$ cat src/rtl/sha_nonce_sequencer.sv
// Nonce sequencer for the SHA-256 round core: walks a nonce range through
// the three-block double hash and checks each final digest against a target.
module sha_nonce_sequencer #(
  parameter int ROUNDS    = 64,
  parameter int GAP       = 2,
  parameter int ZERO_BITS = 32
) (
  input  logic        clk,
  input  logic        rst,
  input  logic        start,
  input  logic        abort,
  input  logic [31:0] nonce_first,
  input  logic [31:0] nonce_last,
  input  logic [31:0] hdr_word,
  input  logic [31:0] dig_h8,
  output logic [4:0]  hdr_addr,
  output logic [1:0]  block,
  output logic [6:0]  select,
  output logic [31:0] msg_in,
  output logic        busy,
  output logic        done,
  output logic        found,
  output logic [31:0] nonce_out
);

  localparam logic [6:0] SEL_END = 7'(ROUNDS + GAP - 1);
  localparam int         SHIFT   = 32 - ZERO_BITS;

  typedef enum logic [2:0] {
    IDLE,
    RUN0,
    RUN1,
    RUN2,
    CHECK
  } state_t;

  state_t      state, state_n;
  logic [6:0]  sel_q, sel_n;
  logic [31:0] nonce_q, nonce_n;
  logic [31:0] last_q, last_n;
  logic [31:0] out_q, out_n;
  logic        done_q, done_n;
  logic        found_q, found_n;
  logic        hit;
  logic        sel_end;

  assign hit     = (dig_h8 >> SHIFT) == 32'd0;
  assign sel_end = sel_q == SEL_END;

  always_ff @(posedge clk or posedge rst) begin
    if (rst) begin
      state   <= IDLE;
      sel_q   <= '0;
      nonce_q <= '0;
      last_q  <= '0;
      out_q   <= '0;
      done_q  <= 1'b0;
      found_q <= 1'b0;
    end else begin
      state   <= state_n;
      sel_q   <= sel_n;
      nonce_q <= nonce_n;
      last_q  <= last_n;
      out_q   <= out_n;
      done_q  <= done_n;
      found_q <= found_n;
    end
  end

  always_comb begin
    state_n = state;
    sel_n   = sel_q;
    nonce_n = nonce_q;
    last_n  = last_q;
    out_n   = out_q;
    done_n  = 1'b0;
    found_n = found_q;
    unique case (state)
      IDLE: begin
        if (start && !abort) begin
          state_n = RUN0;
          sel_n   = '0;
          nonce_n = nonce_first;
          last_n  = nonce_last;
          found_n = 1'b0;
        end
      end
      RUN0: begin
        sel_n = sel_end ? 7'd0 : sel_q + 7'd1;
        if (sel_end) state_n = RUN1;
      end
      RUN1: begin
        sel_n = sel_end ? 7'd0 : sel_q + 7'd1;
        if (sel_end) state_n = RUN2;
      end
      RUN2: begin
        // select parks on its last value through CHECK
        if (sel_end) state_n = CHECK;
        else sel_n = sel_q + 7'd1;
      end
      CHECK: begin
        sel_n = '0;
        if (hit) begin
          state_n = IDLE;
          done_n  = 1'b1;
          found_n = 1'b1;
          out_n   = nonce_q;
        end else if (nonce_q == last_q) begin
          state_n = IDLE;
          done_n  = 1'b1;
          found_n = 1'b0;
          out_n   = last_q;
        end else begin
          state_n = RUN0;
          nonce_n = nonce_q + 32'd1;
        end
      end
      default: state_n = IDLE;
    endcase
    if (abort && state != IDLE) begin
      state_n = IDLE;
      sel_n   = '0;
      done_n  = 1'b0;
      found_n = 1'b0;
    end
  end

  always_comb begin
    block = 2'd0;
    unique case (state)
      RUN1:        block = 2'd1;
      RUN2, CHECK: block = 2'd2;
      default:     block = 2'd0;
    endcase
  end

  // Block 0 carries header words 0..15; block 1 the rest plus nonce and padding
  always_comb begin
    msg_in   = '0;
    hdr_addr = '0;
    unique case (1'b1)
      (state == RUN0) && (sel_q < 7'd16): begin
        hdr_addr = sel_q[4:0];
        msg_in   = hdr_word;
      end
      (state == RUN1) && (sel_q < 7'd3): begin
        hdr_addr = 5'd16 + sel_q[4:0];
        msg_in   = hdr_word;
      end
      (state == RUN1) && (sel_q == 7'd3):
        msg_in = nonce_q;
      (state == RUN1) && (sel_q == 7'd4):
        msg_in = 32'h8000_0000;
      (state == RUN1) && (sel_q == 7'd15):
        msg_in = 32'h0000_0280;
      default: ;
    endcase
  end

  assign select    = sel_q;
  assign busy      = state != IDLE;
  assign done      = done_q;
  assign found     = found_q;
  assign nonce_out = out_q;

endmodule

$ cat config.mk
export PLATFORM = sky130hd
export DESIGN_NAME = sha_nonce_sequencer
export DESIGN_NICKNAME = d
export VERILOG_FILES = /design/src/rtl/sha_nonce_sequencer.sv
export SDC_FILE = /design/constraint.sdc
export NUM_CORES = 1
export LEC_CHECK = 0
export BUFFER_PORTS_ARGS = -buffer_cell sky130_fd_sc_hd__buf_2
export CAP_MARGIN = 20
export CORE_AREA = 2 2 117 119
export DETAILED_ROUTE_END_ITERATION = 10
export DIE_AREA = 0 0 119 121
export PLACE_DENSITY = 0.78
export RECOVER_POWER = 100
export SLEW_MARGIN = 20
export SYNTH_ARGS = -nofsm -noshare
export SYNTH_HDL_FRONTEND = slang
export SYNTH_SLANG_ARGS = --single-unit
$ cat constraint.sdc
create_clock -name clk -period 7.1 [get_ports clk]
set_input_delay 0.355 -clock clk [delete_from_list [all_inputs] [get_ports clk]]
set_output_delay 0.355 -clock clk [all_outputs]
set_load 0.05 [all_outputs]
Word-level counts from Yosys, hierarchy flattened. Index checks and enable logic that the tools add are counted. Widths: inputs -> output; s select.

Flip-flop bits (word level): 108. Bits in latches: 0. Bits in writable memories: 0. Bits in read-only memories: 0. Output and inout bits: 81. Memories kept: 0.

Add/sub/neg operators: 3. Multipliers: 0. Divide/modulo/power cells: 0. Magnitude comparators: 2. Equal/unequal tests: 18. Shifts and indexed selects: 0. Mux-type cells: 31. Bitwise logic cells: 0. Reductions and logical operators: 24.

Operators by type and width (number): $mux 32 (5); $pmux 32 s4 (1); $pmux 32 s2 (1); $add 32x1->32 const B (1); $eq 32x32->1 (1); $logic_not 32->1 (1); $mux 7 (4); $pmux 7 s4 (1); $mux 3 (5); $ne 3x3->1 const B (5); $pmux 3 s5 (1); $mux 1 (10); $pmux 5 s2 (1); $reduce_and 4->1 (2); $add 7x1->7 const B (1); $eq 7x2->1 const B (1); $eq 7x3->1 const B (1); $eq 7x4->1 const B (1); $eq 7x7->1 const B (1); $logic_and 1x1->1 (7); $lt 7x2->1 const B (1); $lt 7x5->1 const B (1); $eq 3x2->1 const B (2); $ne 2x2->1 const B (3); other kinds (14) (20).

Depth between registers and ports, before layout.
Word-level depth: 5. Gate-level depth with buffers: 9.

Least setup slack after synthesis. Ideal clock, no wire load.

Kind: register -> output. From: register state[0]. To: output port msg_in[31]. Arrival: 3.205 ns. Slack: 3.540 ns. Stages on the path, launching flop included: 5. Buffers on the path: 1. Path through: dfrtp_1 > buf_2 > nor3b_1 > nand2_1 > o31ai_1.

Longest elaborated chain between the ends: 4. Elaborated cells on any way between the ends: 9.

RTL lines: start, declared (RTL line 37) `state_t state, state_n;`; start signal, assigned (RTL line 60) `state <= state_n;`; $eq 3x1->1 / $eq 3x2->1 (equally long branches); $logic_and 1x1->1, on equally long branches (RTL line 142, 146); $reduce_or 2->1 (no line); $pmux 32 s4 * (RTL line 141) `unique case (1'b1)`; end, declared (RTL line 19) `output logic [31:0] msg_in,`.

Every way passes the cells marked *; elsewhere a longest branch is shown, timed or not.

Final worst setup path.
From: register nonce_q[10]. To: register out_q[0], in the netlist nonce_out[0].

Longest elaborated chain between the ends: 3.

RTL lines: start, declared (RTL line 39) `logic [31:0] nonce_q, nonce_n;`; start signal, assigned (RTL line 62) `nonce_q <= nonce_n;`; $eq 32x32->1 (RTL line 108) `end else if (nonce_q == last_q) begin`; $reduce_bool 2->1 (no line); $reduce_and 2->1 (no line); end signal, assigned (RTL line 64) `out_q <= out_n;`; end, declared (RTL line 41) `logic [31:0] out_q, out_n;`.

No other way between the ends. A chain may end at the register's enable or synchronous reset.

==> results.txt <==
The worst-case clock skew is 0.01118 ns. The weighted congestion at the end of routability-driven global placement came out at 0.9185. The max-slew violation count came out at 175. The row count is 42.

The sum of met3 wire segment lengths after detailed routing is 1617 microns. The repair_antennas step left the layout with diodes totalling 0. The first TritonRoute pass finished after 5 iterations.

Summed over all layers, the routed wires come to 20620 microns. The number of antenna violations at the first check in global routing came out at 0. The number of remaining DRC errors is 0. Timing would allow up to 0.2209 GHz.

The die width came out at 119 microns. After the flow finishes, the layout carries non-filler instances totaling 1095. On the critical path the largest part of the delay comes from simple AND/OR/NAND/NOR gates.

The number of endpoints failing setup at the final stage came out at 0. The number of global-route vias before repair is 6080. The proportion of synthesized flip-flops having asynchronous set or reset is 100.0%.

The met1 wire length is 9191 microns. Of the synthesized area, sequential elements account for 41.78%. The hold violation total from the final report came out at 0. The synthesized instance count came out at 748. The layout net count came out at 1050. The power density over the cells came out at 394.2 nW/um^2. The starting density of the core came out at 49.44%. The detailed route wirelength on metal2 came out at 9326 microns. The finished layout cell area came out at 7639 sq um.

The clock insertion delay at the later pin of the skew report is 0.35 ns. The remaining global-route overflow came out at 0. The mean area per synthesized cell came out at 8.648 sq um.

The total power is 3.011 mW. The signed area change from the synthesized netlist to the final layout is 18.09%. The placed instances occupy a cell area of 7473 sq um.

The final reports fail on max-capacitance violations, max-slew violations. Cells with a size suffix above 1 make up 17.85% of the layout. The tree is rooted in a clkbuf_16. The library cells used most frequently in the layout, excluding fill and tap cells, are buf_2, nand2_1, a21oi_1. After detailed routing, no signal wire sits above met4. The most common cell after layout, fill and taps aside is buf_2. The final routed wire length divided by cell count came out at 18.83 microns. Summing over every cut layer, the via total after detailed routing is 6428. The overall global routing resource usage is 28.85%. In this run the tool buffered the top-level ports with 212 buffer cells. The number of cells in the design after placement is 1079. The fraction of synthesized cell area taken by the top area cell type is 41.78%.

Counting both buffers and inverters, the worst setup path holds a total of 1. Once the clock tree was built, the resizer swapped 0 gates to a different size. The final period demand of the worst path is 4.528 ns. The summed instance area of the synthesized netlist is 6469 sq um. The first global-routing pass estimated 32910 microns of wire. Traced cell by cell, the critical path runs through xor2_1 > nor4_1 > nand4_1 > o21ai_0 > clkbuf_1 > and2_0 > a21oi_1. The capturing element type of the critical path is a flop. The leakage power summed over all cells came out at 3.590 nW. For this run, the leading register cell type out of synthesis is dfrtp_1.

The number of top-level design ports came out at 213. The critical path in this run is classified as flop to flop. The max-slew headroom at the worst pin came out at -15.86%. The CTS H-tree depth is 3.

The area enclosed by the die boundary came out at 14400 sq um. The startpoint kind of the worst setup timing path is a flop. Across the run, the number of max-cap violations was 5. In the finished design, the share of the clock period the worst path needs comes to 63.77%. The placeable core region is 13090 sq um. The sum of net half-perimeters after detailed placement came out at 14740 microns.

During synthesis, Yosys emitted a total of 0 warnings. The arrival time of the worst setup path came out at 4.67 ns. The top cell type by total area after synthesis is dfrtp_1. The floorplan die height came out at 121 microns. The path class of the tightest hold or removal check is primary input to flop.

For this block, the initial DRC count from the detailed router was 743. The number of nets still failing antenna checks after routing came out at 0. The synthesized netlist contains 62 unique library cells. Clock-pin slew was measured on the worst setup and hold paths at 0.08 ns.

Setup repair after global routing left no endpoint under its margin. The delay of the slowest cell on the worst path came out at 1.42 ns. In the post-route analysis, the smallest setup slack over all paths is 2.572 ns. The setup slack after placement came out at 3.759 ns. The setup TNS after final layout is 0 ns. In the post-synthesis netlist, the biggest area contributors are dfrtp_1, a21oi_1, nand2_1, xor2_1, mux2i_1.

The largest individual stage delay along the critical path comes from the cell and2_0. The number of enable-type register cells in the synthesized netlist came out at 0. Clock tree synthesis inserted a total of 9 buffers. For the worst setup path, the data required time is 7.24 ns. The number of nets produced by synthesis is 884. The flow ran to the end, but the final reports show violations. The via-per-instance ratio is 5.870. TritonCTS built the clock tree. The pin count of the biggest net entering global routing came out at 76. The worst supply voltage drop on vdd came out at 0.1973 mV. In this run, post-CTS hold repair placed 0 buffers.

The flip-flop and latch count after synthesis came out at 108. The number of clock sinks came out at 108. Post-CTS timing repair inserted 0 buffers for setup. Of all nets on the critical path, the largest fanout is 35. At the pin with the least slew margin, the transition time is 1.737 ns. The clock passes through at most 2 buffers.
[path summary, 6_finish.rpt]
kind	to	cells after the start	start	slack [ns]
hold reg to reg	found	1	found	0.53
max in group asynchronous	nonce_q[1]	3	rst	5.18
setup / recovery	nonce_out[0]	7	nonce_q[10]	2.57
hold / removal	last_q[6]	3	nonce_last[6]	0.19
setup reg to reg	nonce_out[0]	7	nonce_q[10]	2.57
min in group asynchronous	last_q[11]	2	rst	0.34
[through the flow]
stage	util, %	hold slack (ns)
global placement	57.11	0.3860
finish	58.38	0.1929
floorplan	-	0.4604
detailed placement	57.11	0.3900
global route	58.38	0.1949
CTS	59.45	0.01611
[worst reg2reg max path, delay by kind of cell (launching register included)]
family / cells / cell delay, ns
compound gates: 2 / 0.39
xor+xnor: 1 / 0.24
buf+inv: 1 / 1.19
flops: 1 / 0.53
simple gates: 3 / 1.98
[area by class of cell]
cell class / count / area, sq um
Tap cell: 176 / 220.2
Sequential cell: 108 / 2703
Timing Repair Buffer: 222 / 1017
Inverter: 9 / 35.03
Clock inverter: 6 / 76.32
Clock buffer: 10 / 229.0
Multi-Input combinational cell: 564 / 3358
Fill cell: 1222 / 5446
[cells in the mapped netlist (9+ instances only)]
library cell    n
mux2i_1        27
a22o_1         30
inv_1           9
and2_1         11
dfrtp_1       108
a21oi_1       110
nand2_1       123
o21ai_0        18
nor2_1         49
a31oi_1        17
nor4_1         17
clkbuf_1       26
nor3_1         13
nand3_1        10
buf_2          26
xor2_1         33
o22a_1         14
[sequential cells by signal, indices dropped and copies added, names as in the netlist]
signal and flops:
select 7, nonce_out 32, found 1, nonce_q 32, state 3, last_q 32
done 1
[cells by family (layout without fill, tap and decap cells)]
kind of cell,count (synthesis),after routing,synth area share [%]
muxes,27,27,4.178
adders and majority gates,4,4,0.7737
and+or+nand+nor,257,257,18.34
AOI/OAI and AO/OA,240,240,23.97
xor gates and xnor gates,36,36,4.874
DFF,108,108,41.78
buffers and inverters,76,247,6.093
[where the power goes]
group | total [mW] | switching (mW) | internal (mW)
Sequential | 1.17 | 0.373 | 0.799
Clock | 0.526 | 0.244 | 0.282
Combinational | 1.31 | 0.864 | 0.450
Total | 3.01 | 1.48 | 1.53
[per-layer routing]
metal,up-vias,global-route usage [%]
met5,-,0
met4,0,8.631
met3,37,4.323
met2,332,44.15
met1,3031,42.51
li1,3028,-
Power figures use the tool's default switching activity.
